===== config.mk =====
export PLATFORM = sky130hd
export DESIGN_NAME = reg_scoreboard
export DESIGN_NICKNAME = d
export VERILOG_FILES = /design/src/rtl/reg_scoreboard.sv
export SDC_FILE = /design/constraint.sdc
export NUM_CORES = 1
export LEC_CHECK = 0
export ABC_CLOCK_PERIOD_IN_PS = 7300
export CAP_MARGIN = 15
export CELL_PAD_IN_SITES_DETAIL_PLACEMENT = 1
export CELL_PAD_IN_SITES_GLOBAL_PLACEMENT = 2
export CORE_MARGIN = 3
export CORE_UTILIZATION = 34
export CTS_CLUSTER_DIAMETER = 30
export DETAILED_ROUTE_END_ITERATION = 10
export MAX_ROUTING_LAYER = met4
export PLACE_DENSITY = 0.89
export SYNTH_ARGS = -nofsm -noshare
export SYNTH_HDL_FRONTEND = slang
export SYNTH_SLANG_ARGS = --single-unit

===== constraint.sdc =====
create_clock -name clk -period 7.3 [get_ports clk]
set_input_delay 0.73 -clock clk [delete_from_list [all_inputs] [get_ports clk]]
set_output_delay 0.73 -clock clk [all_outputs]
set_load 0.005 [all_outputs]

===== src/rtl/reg_scoreboard.sv =====
`default_nettype none
// ============================================================================
// Module   : reg_scoreboard
// Purpose  : Per-register in-flight write counters; generates decode stall.
// Revision : 1.0
// ============================================================================
module reg_scoreboard #(
  parameter int CNT_W = 2
) (
  input  logic        clk,
  input  logic        reset_n,
  input  logic        issue_valid,
  input  logic [4:0]  issue_rs1,
  input  logic [4:0]  issue_rs2,
  input  logic        use_rs1,
  input  logic        use_rs2,
  input  logic        issue_wr,
  input  logic [4:0]  issue_rd,
  input  logic        wb_valid,
  input  logic [4:0]  wb_rd,
  input  logic        flush,
  output logic        stall,
  output logic        issue_accept,
  output logic [31:0] busy,
  output logic [6:0]  total_pending,
  output logic        err
);

  localparam int c_NREG = 31;

  logic [31:0]               w_busy;
  logic [31:0]               w_full;
  logic [c_NREG*CNT_W-1:0]   w_nxt_flat;
  logic                      w_wr_track;
  logic                      w_wb_track;
  logic                      w_err_set;
  logic [6:0]                w_sum;
  logic [6:0]                r_total;
  logic                      r_err;

  // Register 31 is the zero register: never tracked, never busy.
  assign w_wr_track = issue_wr & (issue_rd != 5'd31);
  assign w_wb_track = wb_valid & (wb_rd != 5'd31);

  assign stall = issue_valid &
                 ((use_rs1 & w_busy[issue_rs1]) |
                  (use_rs2 & w_busy[issue_rs2]) |
                  (w_wr_track & w_full[issue_rd]));

  assign issue_accept = issue_valid & ~stall & ~flush;
  assign w_err_set    = w_wb_track & ~w_busy[wb_rd];

  generate
    for (genvar gi = 0; gi < c_NREG; gi++) begin : g_reg
      logic [CNT_W-1:0] r_cnt;
      logic [CNT_W-1:0] w_nxt;
      logic             w_inc;
      logic             w_dec;

      assign w_inc = issue_accept & w_wr_track & (issue_rd == 5'(gi));
      assign w_dec = w_wb_track & (wb_rd == 5'(gi)) & (r_cnt != '0);

      always_comb begin
        w_nxt = r_cnt;
        if (flush)
          w_nxt = '0;
        else if (w_inc && !w_dec)
          w_nxt = r_cnt + CNT_W'(1);
        else if (w_dec && !w_inc)
          w_nxt = r_cnt - CNT_W'(1);
      end

      always_ff @(posedge clk or negedge reset_n) begin
        if (!reset_n)
          r_cnt <= '0;
        else
          r_cnt <= w_nxt;
      end

      assign w_busy[gi] = |r_cnt;
      assign w_full[gi] = &r_cnt;
      assign w_nxt_flat[gi*CNT_W +: CNT_W] = w_nxt;
    end
  endgenerate

  assign w_busy[31] = 1'b0;
  assign w_full[31] = 1'b0;

  // Total is registered from the next-state counts so it tracks them exactly.
  always_comb begin
    w_sum = '0;
    for (int i = 0; i < c_NREG; i++)
      w_sum = w_sum + 7'(w_nxt_flat[i*CNT_W +: CNT_W]);
  end

  always_ff @(posedge clk or negedge reset_n) begin
    if (!reset_n) begin
      r_total <= '0;
      r_err   <= 1'b0;
    end else begin
      r_total <= w_sum;
      if (w_err_set)
        r_err <= 1'b1;
    end
  end

  assign busy          = w_busy;
  assign total_pending = r_total;
  assign err           = r_err;

endmodule
`default_nettype wire


==> flow_summary.rst, run 1 <==
.. list-table::
   :header-rows: 1

   * - Metric
     - Value
   * - Clock Path Buffers
     - 2
   * - Post-synth top flop
     - sky130_fd_sc_hd__dfrtp_1
   * - Detailed-route via count
     - 9584
   * - Post-synthesis sequential element count
     - 70
   * - Final TNS setup
     - -2.90 ns
   * - Proportion of power drawn by flip-flops and latches
     - 33.9%
   * - Distinct cell type count of the synthesized netlist
     - 59
   * - Kind of critical path
     - flop to flop
   * - Worst Max-Slew Pin Slew
     - 1.02 ns
   * - Combinational group share of total power
     - 22.2%
   * - Count of pins over their slew limit
     - 0
   * - Via count of the first global-routing pass
     - 9925
   * - CTS buffer count
     - 9
   * - Number of antenna violations at the first check in global routing
     - 1
   * - Clock Latency Late Sink
     - 0.37 ns
   * - Filler cells
     - 2818
   * - Multi-input gate area in the final layout
     - 0.00719 mm²
   * - Violated checks
     - negative setup slack
   * - Hold slack final
     - 0.508 ns
   * - Netlist Area Pre-Place
     - 0.00880 mm²
   * - Switching power
     - 0.000358 W
   * - Top cell by count, worst path
     - sky130_fd_sc_hd__inv_2
   * - Placed instance area
     - 0.0116 mm²
   * - Vias per Instance
     - 5.95
   * - Fraction of registers with async set/reset
     - 100%
   * - Number of port buffers
     - 68
   * - Hold Crit Depth
     - 1
   * - Remaining max-slew budget at the tightest pin
     - 31.9%
   * - Gate count after technology mapping
     - 962
   * - Global-route total usage across every layer
     - 28.3%
   * - FF-to-FF Start
     - g_reg[15].r_cnt[1]$_DFF_PN0_
   * - Placed Instances
     - 1556
   * - Peak Freq
     - 0.126 GHz
   * - Post-layout worst setup margin
     - -0.651 ns
   * - Half-perimeter wire length of the detailed placement result
     - 28600 µm
   * - Die area
     - 0.0279 mm²
   * - Portion of total power attributed to the clock network
     - 43.9%
   * - Number of placement rows
     - 58
   * - Clock Tree Root
     - sky130_fd_sc_hd__clkbuf_16
   * - Count of endpoints failing setup in the final report
     - 5
   * - Slowest library cell on the worst path
     - sky130_fd_sc_hd__or4_4
   * - Fraction of layout instances using a drive strength above 1
     - 40.3%
   * - Internal power summed over all cells
     - 0.000809 W
   * - Most area-consuming cells after synthesis
     - sky130_fd_sc_hd__dfrtp_1 20%, sky130_fd_sc_hd__fa_1 13%, sky130_fd_sc_hd__ha_1 10%
   * - Critical path fanouts, max
     - 6
   * - Vert. Die Dim
     - 167 µm
   * - Status
     - finished with violations
   * - Top cell type's share of synthesized area
     - 19.9%
   * - RD Place Congestion
     - 0.984
   * - Remaining global-route overflow
     - 0
   * - Leakage power
     - 5.67 nW
   * - Final routed wire length divided by cell count
     - 28.1 µm
   * - Worst min-delay path class
     - flop to flop
   * - Capture instance of the worst register-to-register path
     - total_pending[5]$_DFF_PN0_
   * - Final setup skew
     - 0.0133 ns
   * - Final Routed Wirelength
     - 45400 µm
   * - Most frequent standard cell in the layout excluding fill and tap cells
     - sky130_fd_sc_hd__buf_4
   * - Post-synth top area cell
     - sky130_fd_sc_hd__dfrtp_1
   * - DR DRC count
     - 0
   * - Core Footprint
     - 0.0253 mm²
   * - Data required time at the worst endpoint
     - 7.55 ns
   * - Capture endpoint of the worst hold path
     - err$_DFFE_PN0P_
   * - Reported max-cap violation count
     - 0
   * - Maximum number of pins on one net before global-route repair
     - 72
   * - Proportion of total power due to net switching
     - 30.7%
   * - Sequential cell area in the final layout
     - 0.00175 mm²
   * - Worst path arrival time
     - 8.20 ns
   * - First DRT Iteration DRCs
     - 981
   * - Part of the cycle the worst path needs
     - 109%
   * - H-tree depth
     - 3
   * - RSZ-0062 raised after global routing
     - yes
   * - Clock sink count
     - 70
   * - Total chip power
     - 0.00117 W
   * - Total nets after synthesis
     - 1119
   * - Worst reg2reg setup slack
     - -0.65 ns
   * - Pwr Density
     - 88.7 mW/mm²
   * - Relative area change from synthesis to final layout
     - 49.4%
   * - First-pass DRT Iterations
     - 6
   * - Average instance area after synthesis
     - 9.15 µm²
   * - Length in cells of the worst reg-to-reg path
     - 29
   * - Count of hold buffers inserted by post-cts repair
     - 0
   * - Proportion of synthesized chip area in sequential cells
     - 19.9%
   * - TritonCTS clock tree
     - done
   * - Worst path max stage delay
     - 0.60 ns
   * - Critical path launch point type
     - flop
   * - Total Nets Final
     - 1431
   * - Number of enable-type register cells in the synthesized netlist
     - 0
   * - I/O pin count
     - 70
   * - Largest vdd supply drop
     - 115 µV
   * - Design area
     - 0.0132 mm²
   * - Die Wd
     - 167 µm
   * - Clock-pin slew of the registers on the worst-case setup and hold paths
     - 0.07 ns
   * - Critical hold path startpoint
     - err$_DFFE_PN0P_
   * - Total count of hold-check failures in the final report
     - 0
   * - Detail Route Antenna Nets
     - 0
   * - Number of non-filler instances in the completed layout
     - 1612
   * - Top library cells by usage in the layout, fill and taps aside
     - 275 x sky130_fd_sc_hd__buf_4, 129 x sky130_fd_sc_hd__inv_1, 70 x sky130_fd_sc_hd__dfrtp_1
   * - Sort of element at the end of the critical path
     - flop
   * - Initial Util
     - 34.8%
   * - First-pass GRT wire length
     - 58900 µm
   * - Period minus WS final
     - 7.95 ns
   * - Number of warnings reported in the yosys synthesis log
     - 0
-- power groups by stage --
stage               registers [W]  clock network, W  logic (W)
global route             0.000396          0.000526   0.000271
CTS                      0.000396          0.000507   0.000228
detailed placement       0.000403                 0   0.000209
finish                   0.000396          0.000512   0.000259
floorplan                0.000403                 0  0.0000953
global placement         0.000402                 0   0.000204
-- sequential cells by signal (all words and copies together), names as in the netlist --
signal,cells
total_pending,7
err,1
g.r_cnt,62
-- worst max-delay path by stage --
stage,cells past startpoint,to,startpoint
3_5_place_dp,26,total_pending[5]$_DFF_PN0_,issue_rd[0]
2_1_floorplan,27,total_pending[5]$_DFF_PN0_,issue_rd[1]
6_report,29,total_pending[5]$_DFF_PN0_,g_reg[15].r_cnt[1]$_DFF_PN0_
4_1_cts,26,total_pending[5]$_DFF_PN0_,g_reg[20].r_cnt[1]$_DFF_PN0_
5_1_grt,29,total_pending[5]$_DFF_PN0_,g_reg[15].r_cnt[1]$_DFF_PN0_
3_3_place_gp,27,total_pending[5]$_DFF_PN0_,issue_rs1[0]
-- metal layers --
layer,vias up,GRT usage [%],share of wire (%)
met5,-,-,0
met4,0,13.9,8.9
met3,265,5.98,8.3
met2,663,47.1,48
met1,4775,32.3,35
li1,3881,-,-
-- worst max-delay path, delay by kind of cell, from the launching register on --
kind	cells	cell delay, ns
muxes	1	0.24
and+or+nand+nor	4	1.51
xor gates and xnor gates	1	0.12
adders and majority gates	10	4.25
DFF	1	0.41
buffers and inverters	9	0.81
AOI/OAI and AO/OA	4	0.46
-- cell usage after synthesis (3+ instances only) --
master / n
sky130_fd_sc_hd__a211oi_1: 11
sky130_fd_sc_hd__a21o_1: 9
sky130_fd_sc_hd__a21oi_1: 38
sky130_fd_sc_hd__a31oi_1: 8
sky130_fd_sc_hd__and2_1: 7
sky130_fd_sc_hd__buf_1: 15
sky130_fd_sc_hd__buf_2: 9
sky130_fd_sc_hd__clkbuf_1: 31
sky130_fd_sc_hd__dfrtp_1: 70
sky130_fd_sc_hd__fa_1: 57
sky130_fd_sc_hd__ha_1: 72
sky130_fd_sc_hd__inv_1: 142
sky130_fd_sc_hd__mux2_2: 13
sky130_fd_sc_hd__mux2i_1: 38
sky130_fd_sc_hd__mux4_2: 28
sky130_fd_sc_hd__nand2_1: 30
sky130_fd_sc_hd__nand2b_1: 45
sky130_fd_sc_hd__nand3_1: 23
sky130_fd_sc_hd__nand4_1: 7
sky130_fd_sc_hd__nor2_1: 44
sky130_fd_sc_hd__nor2b_1: 41
sky130_fd_sc_hd__nor3_1: 13
sky130_fd_sc_hd__nor4_1: 21
sky130_fd_sc_hd__nor4_2: 3
sky130_fd_sc_hd__nor4b_1: 4
sky130_fd_sc_hd__o211ai_1: 3
sky130_fd_sc_hd__o21ai_0: 10
sky130_fd_sc_hd__o21ba_2: 6
sky130_fd_sc_hd__o21bai_1: 6
sky130_fd_sc_hd__o22ai_1: 6
sky130_fd_sc_hd__o31ai_1: 5
sky130_fd_sc_hd__o41ai_1: 4
sky130_fd_sc_hd__or2_2: 12
sky130_fd_sc_hd__or3_1: 34
sky130_fd_sc_hd__or4_1: 4
sky130_fd_sc_hd__xnor2_1: 61
-- final cells by class --
cell class	instances	share of cell area [%]
antenna	3	0.0571
clock buffer	9	1.71
clock inverter	7	0.742
inverter	142	4.05
multi-input combinational	692	54.7
sequential	70	13.3
tap	330	3.14
timing repair buffer	359	22.3
-- cell families after synthesis --
kind of cell / synth area share, %
DFF: 19.9
xor gates and xnor gates: 6.07
other: 0.0426
buffers and inverters: 8.87
muxes: 13.1
and+or+nand+nor: 19.1
AOI/OAI and AO/OA: 9.58
adders and majority gates: 23.3
-- timing repair --
action                     4_1_cts  5_1_grt
pin swaps                       45       59
buffers inserted                21       17
gates resized for setup         92      117
setup endpoints to repair        6        6
gates cloned                     2        1
-- through the flow --
step,util (%),setup slack [ns]
2_1_floorplan,-,-0.342
3_3_place_gp,45.9,-1.13
3_5_place_dp,45.9,-1.30
4_1_cts,49.3,-0.549
5_1_grt,51.9,-0.834
6_report,51.9,-0.651
Power figures use the tool's default switching activity.
==> run 2, diff against run 1 <==
- SETUP_SLACK_MARGIN: unset -> 0.1
==> flow_summary.rst, run 2 (synthesis results as in run 1) <==
.. list-table::
   :header-rows: 1

   * - Metric
     - Value
   * - Half-perimeter wire length of the detailed placement result
     - 28600 µm
   * - Worst path max stage delay
     - 0.61 ns
   * - Global-route total usage across every layer
     - 28.3%
   * - Vert. Die Dim
     - 167 µm
   * - Leakage power
     - 5.66 nW
   * - Fraction of layout instances using a drive strength above 1
     - 40.4%
   * - Reported max-cap violation count
     - 0
   * - Final routed wire length divided by cell count
     - 27.5 µm
   * - Worst path arrival time
     - 8.24 ns
   * - Clock-pin slew of the registers on the worst-case setup and hold paths
     - 0.07 ns
   * - Worst min-delay path class
     - input pin to asynchronous set/reset pin
   * - Remaining max-slew budget at the tightest pin
     - 31.2%
   * - Portion of total power attributed to the clock network
     - 43.9%
   * - Uppermost layer routed
     - met4
   * - Status
     - finished with violations
   * - Period minus WS final
     - 7.99 ns
   * - Proportion of power drawn by flip-flops and latches
     - 34.1%
   * - Hold slack final
     - 0.513 ns
   * - Slowest library cell on the worst path
     - sky130_fd_sc_hd__fa_2
   * - Total Nets Final
     - 1433
   * - Peak Freq
     - 0.125 GHz
   * - Sort of element at the end of the critical path
     - flop
   * - Kind of critical path
     - flop to flop
   * - Part of the cycle the worst path needs
     - 109%
   * - Clock Path Buffers
     - 2
   * - Via count of the first global-routing pass
     - 9925
   * - Total count of hold-check failures in the final report
     - 0
   * - Vias per Instance
     - 5.80
   * - Maximum number of pins on one net before global-route repair
     - 72
   * - Largest vdd supply drop
     - 116 µV
   * - Post-layout worst setup margin
     - -0.685 ns
   * - First DRT Iteration DRCs
     - 990
   * - RSZ-0062 raised after global routing
     - yes
   * - Number of antenna violations at the first check in global routing
     - 2
   * - TritonCTS clock tree
     - done
   * - Top library cells by usage in the layout, fill and taps aside
     - 276 x sky130_fd_sc_hd__buf_4, 127 x sky130_fd_sc_hd__inv_1, 69 x sky130_fd_sc_hd__dfrtp_1
   * - Pwr Density
     - 88.5 mW/mm²
   * - First-pass GRT wire length
     - 58900 µm
   * - Total chip power
     - 0.00116 W
   * - Worst Max-Slew Pin Slew
     - 1.03 ns
   * - Most frequent standard cell in the layout excluding fill and tap cells
     - sky130_fd_sc_hd__buf_4
   * - Count of endpoints failing setup in the final report
     - 6
   * - Number of non-filler instances in the completed layout
     - 1613
   * - Count of pins over their slew limit
     - 0
   * - I/O pin count
     - 70
   * - Top cell by count, worst path
     - sky130_fd_sc_hd__inv_2
   * - Remaining global-route overflow
     - 0
   * - Combinational group share of total power
     - 22.0%
   * - Sequential cell area in the final layout
     - 0.00175 mm²
   * - Count of hold buffers inserted by post-cts repair
     - 0
   * - Max reg flops
     - 62
   * - Critical path fanouts, max
     - 6
   * - Placed Instances
     - 1556
   * - Routed wire length on met2
     - 21400 µm
   * - Number of placement rows
     - 58
   * - First-pass DRT Iterations
     - 5
   * - Final setup skew
     - 0.0116 ns
   * - Data required time at the worst endpoint
     - 7.55 ns
   * - RD Place Congestion
     - 0.984
   * - Clock Latency Late Sink
     - 0.36 ns
   * - Filler cells
     - 2829
   * - Initial Util
     - 34.8%
   * - Final Routed Wirelength
     - 44400 µm
   * - Core Footprint
     - 0.0253 mm²
   * - Violated checks
     - negative setup slack
   * - Clock sink count
     - 70
   * - Met1 wire length
     - 15700 µm
   * - H-tree depth
     - 3
   * - Multi-input gate area in the final layout
     - 0.00715 mm²
   * - Die area
     - 0.0279 mm²
   * - Critical path launch point type
     - flop
   * - DR DRC count
     - 0
   * - Total met3 wirelength after detailed routing
     - 3480 µm
   * - Relative area change from synthesis to final layout
     - 49.0%
   * - Detailed-route via count
     - 9361
   * - Number of port buffers
     - 68
   * - Switching power
     - 0.000352 W
   * - Die Wd
     - 167 µm
   * - Proportion of total power due to net switching
     - 30.3%
   * - Clock Tree Root
     - sky130_fd_sc_hd__clkbuf_16
   * - Register bank with the most flops
     - g.r_cnt
   * - Internal power summed over all cells
     - 0.000808 W
   * - Detail Route Antenna Nets
     - 0
   * - CTS buffer count
     - 9
-- run 2: worst paths after layout --
path                                              start                      endpoint  slack (ns)  cells past startpoint
min in group clk                        err$_DFFE_PN0P_               err$_DFFE_PN0P_        0.53                      1
max reg2reg                g_reg[10].r_cnt[1]$_DFF_PN0_    total_pending[5]$_DFF_PN0_       -0.69                     31
max in group asynchronous                       reset_n  g_reg[20].r_cnt[1]$_DFF_PN0_        6.02                      1
min reg2reg                             err$_DFFE_PN0P_               err$_DFFE_PN0P_        0.53                      1
max                        g_reg[10].r_cnt[1]$_DFF_PN0_    total_pending[5]$_DFF_PN0_       -0.69                     31
min                                             reset_n   g_reg[6].r_cnt[1]$_DFF_PN0_        0.51                      1
-- run 2: final cells by class --
class / instances / share of cell area, %
Timing Repair Buffer: 361 / 22.4
Clock buffer: 9 / 1.72
Tap cell: 330 / 3.15
Clock inverter: 7 / 0.744
Inverter: 142 / 4.06
Sequential cell: 70 / 13.4
Multi-Input combinational cell: 692 / 54.5
Antenna cell: 2 / 0.0381
-- run 2: worst max-delay path, delay by kind of cell, from the launching register on --
family	cells	cell delay [ns]
buffers and inverters	11	1.15
AND/OR/NAND/NOR	4	0.67
AO/OA/AOI/OAI	4	0.48
flip-flops	1	0.43
multiplexers	1	0.50
XOR/XNOR	1	0.11
adder cells (fa/ha/maj)	10	4.50
-- run 2: layer usage --
metal / vias up / global-route usage [%]
met1: 4676 / 32.3
met2: 593 / 47.1
met3: 217 / 5.98
li1: 3875 / -
met5: - / -
met4: 0 / 13.9
-- run 2: what timing repair did --
action	in CTS	in global routing
setup endpoints to repair	6	6
setup buffers	21	18
resized for setup	92	115
endpoints found under the hold margin	0	0
gates cloned	2	0
pin swaps	45	62
-- run 2: through the flow --
step | instance area (µm²) | util (%) | TNS [ns] | setup WS, ns
final | 13100 | 51.8 | -3.14 | -0.685
after global routing | 13100 | 51.8 | -4.17 | -0.890
after CTS | 12500 | 49.3 | -2.22 | -0.549
after detailed placement | 11600 | 45.9 | -6.86 | -1.30
after global placement | 11600 | 45.9 | -5.82 | -1.13
after floorplan | 8880 | - | -1.16 | -0.342
-- run 2: power by group through the flow --
stage	Sequential (W)	Clock (W)	Combinational [W]
finish	0.000396	0.000509	0.000255
global route	0.000397	0.000526	0.000269
CTS	0.000396	0.000507	0.000228
detailed placement	0.000403	0	0.000209
global placement	0.000402	0	0.000204
floorplan	0.000403	0	0.0000953
==> run 3, diff against run 2 <==
- CORE_UTILIZATION: 34 -> 35
- CTS_BUF_LIST: unset -> sky130_fd_sc_hd__clkbuf_4 sky130_fd_sc_hd__clkbuf_8
- HOLD_SLACK_MARGIN: unset -> 0.08
- PLACE_DENSITY: 0.89 -> 0.91
==> flow_summary.rst, run 3 (synthesis results as in run 1) <==
.. list-table::
   :header-rows: 1

   * - Metric
     - Value
   * - Most frequent standard cell in the layout excluding fill and tap cells
     - sky130_fd_sc_hd__buf_4
   * - First-pass GRT wire length
     - 58100 µm
   * - Placed instance area
     - 0.0116 mm²
   * - Global-route total usage across every layer
     - 29.3%
   * - Die Wd
     - 165 µm
   * - Kind of critical path
     - flop to flop
   * - Top library cells by usage in the layout, fill and taps aside
     - 260 x sky130_fd_sc_hd__buf_4, 133 x sky130_fd_sc_hd__inv_1, 70 x sky130_fd_sc_hd__dfrtp_1
   * - Filler cells
     - 2843
   * - Part of the cycle the worst path needs
     - 111%
   * - Post-layout worst setup margin
     - -0.783 ns
   * - Die area
     - 0.0271 mm²
   * - Total chip power
     - 0.00103 W
   * - Sort of element at the end of the critical path
     - flop
   * - Worst path max stage delay
     - 0.55 ns
   * - Worst min-delay path class
     - input pin to asynchronous set/reset pin
   * - Buffers and inverters on the worst path
     - 12
   * - Final setup skew
     - 0.0203 ns
   * - Design area
     - 0.0125 mm²
   * - Total count of hold-check failures in the final report
     - 0
   * - Vert. Die Dim
     - 165 µm
   * - Worst Max-Slew Pin Slew
     - 1.03 ns
   * - Fraction of layout instances using a drive strength above 1
     - 34.0%
   * - Relative area change from synthesis to final layout
     - 42.0%
   * - Number of port buffers
     - 68
   * - Violated checks
     - negative setup slack
   * - Maximum number of pins on one net before global-route repair
     - 102
   * - Max reg flops
     - 62
   * - Clock sink count
     - 70
   * - First-pass DRT Iterations
     - 5
   * - Critical path fanouts, max
     - 8
   * - Final Routed Wirelength
     - 39900 µm
   * - Pwr Density
     - 82.5 mW/mm²
   * - Total Nets Final
     - 1418
   * - Placed Instances
     - 1546
   * - Critical path launch point type
     - flop
   * - DR DRC count
     - 0
   * - Largest vdd supply drop
     - 71.5 µV
   * - Clock Latency Late Sink
     - 0.40 ns
   * - Data required time at the worst endpoint
     - 7.59 ns
   * - Clock-pin slew of the registers on the worst-case setup and hold paths
     - 0.10 ns
   * - Register bank with the most flops
     - g.r_cnt
   * - TritonCTS clock tree
     - done
   * - I/O pin count
     - 70
   * - Remaining global-route overflow
     - 0
   * - Worst path arrival time
     - 8.37 ns
   * - Vias per Instance
     - 5.74
   * - Number of cells on the critical path
     - 32
   * - Initial Util
     - 35.9%
   * - Status
     - finished with violations
   * - Detail Route Antenna Nets
     - 0
   * - Clock Tree Root
     - sky130_fd_sc_hd__clkbuf_8
   * - Worst reg2reg setup slack
     - -0.78 ns
   * - Worst path top cell family by delay
     - adder cells
   * - Via count of the first global-routing pass
     - 9864
   * - Number of non-filler instances in the completed layout
     - 1591
   * - RD Place Congestion
     - 0.965
   * - Detailed-route via count
     - 9140
   * - Final routed wire length divided by cell count
     - 25.1 µm
   * - Number of antenna violations at the first check in global routing
     - 0
   * - Clock Path Buffers
     - 2
   * - Peak Freq
     - 0.124 GHz
   * - First DRT Iteration DRCs
     - 669
   * - Final TNS setup
     - -3.66 ns
   * - Half-perimeter wire length of the detailed placement result
     - 28300 µm
   * - H-tree depth
     - 3
   * - Count of endpoints failing setup in the final report
     - 6
   * - Top cell by count, worst path
     - sky130_fd_sc_hd__inv_2
   * - Count of hold buffers inserted by post-cts repair
     - 0
   * - Number of placement rows
     - 57
   * - Slowest library cell on the worst path
     - sky130_fd_sc_hd__fa_2
   * - CTS buffer count
     - 9
   * - Core Footprint
     - 0.0245 mm²
   * - Length in cells of the worst reg-to-reg path
     - 32
   * - Remaining max-slew budget at the tightest pin
     - 31.4%
   * - Period minus WS final
     - 8.08 ns
   * - RSZ-0062 raised after global routing
     - yes
   * - Count of pins over their slew limit
     - 0
   * - Leakage power
     - 5.42 nW
   * - Reported max-cap violation count
     - 0
## run 3: metal layers
metal | up-vias | part of all wire (%) | GRT usage, %
li1 | 3843 | - | -
met4 | 0 | 8.1 | 17.1
met5 | - | 0 | -
met1 | 4622 | 37 | 33.8
met3 | 190 | 7.2 | 4.16
met2 | 485 | 48 | 48.7
## run 3: layout make-up
type | instances | area [µm²] | area share, %
Clock buffer | 12 | 165 | 1.32
Multi-Input combinational cell | 692 | 6680 | 53.4
Timing Repair Buffer | 346 | 2910 | 23.3
Tap cell | 324 | 405 | 3.24
Antenna cell | 1 | 2.50 | 0.0200
Clock inverter | 4 | 53.8 | 0.430
Inverter | 142 | 533 | 4.26
Sequential cell | 70 | 1750 | 14.0
## run 3: per-stage QoR
step           utilization [%]  hold slack [ns]  setup slack (ns)
6_report                  51.0            0.120            -0.783
5_1_grt                   51.0            0.134            -0.986
4_1_cts                   50.2            0.129            -0.566
3_5_place_dp              47.5            0.447             -1.40
3_3_place_gp              47.5            0.445             -1.19
2_1_floorplan                -            0.434            -0.342
## run 3: worst paths after layout
kind / endpoint / startpoint
hold / removal: err$_DFFE_PN0P_ / reset_n
hold reg to reg: err$_DFFE_PN0P_ / err$_DFFE_PN0P_
setup / recovery: total_pending[5]$_DFF_PN0_ / g_reg[26].r_cnt[1]$_DFF_PN0_
setup reg to reg: total_pending[5]$_DFF_PN0_ / g_reg[26].r_cnt[1]$_DFF_PN0_
min in group clk: err$_DFFE_PN0P_ / err$_DFFE_PN0P_
max in group asynchronous: g_reg[24].r_cnt[0]$_DFF_PN0_ / reset_n
## run 3: repair_timing
item | 4_1_cts | 5_1_grt
setup buffers | 23 | 4
endpoints found under the setup margin | 6 | 6
gates cloned | 0 | 1
pin swaps | 30 | 26
gates resized for setup | 68 | 31
## run 3: report_power, final
group          total [W]  switching, W  internal (W)
clock           0.000380      0.000194      0.000187
combinational   0.000256      0.000139      0.000117
sequential      0.000395    0.00000237      0.000393
total            0.00103      0.000335      0.000696
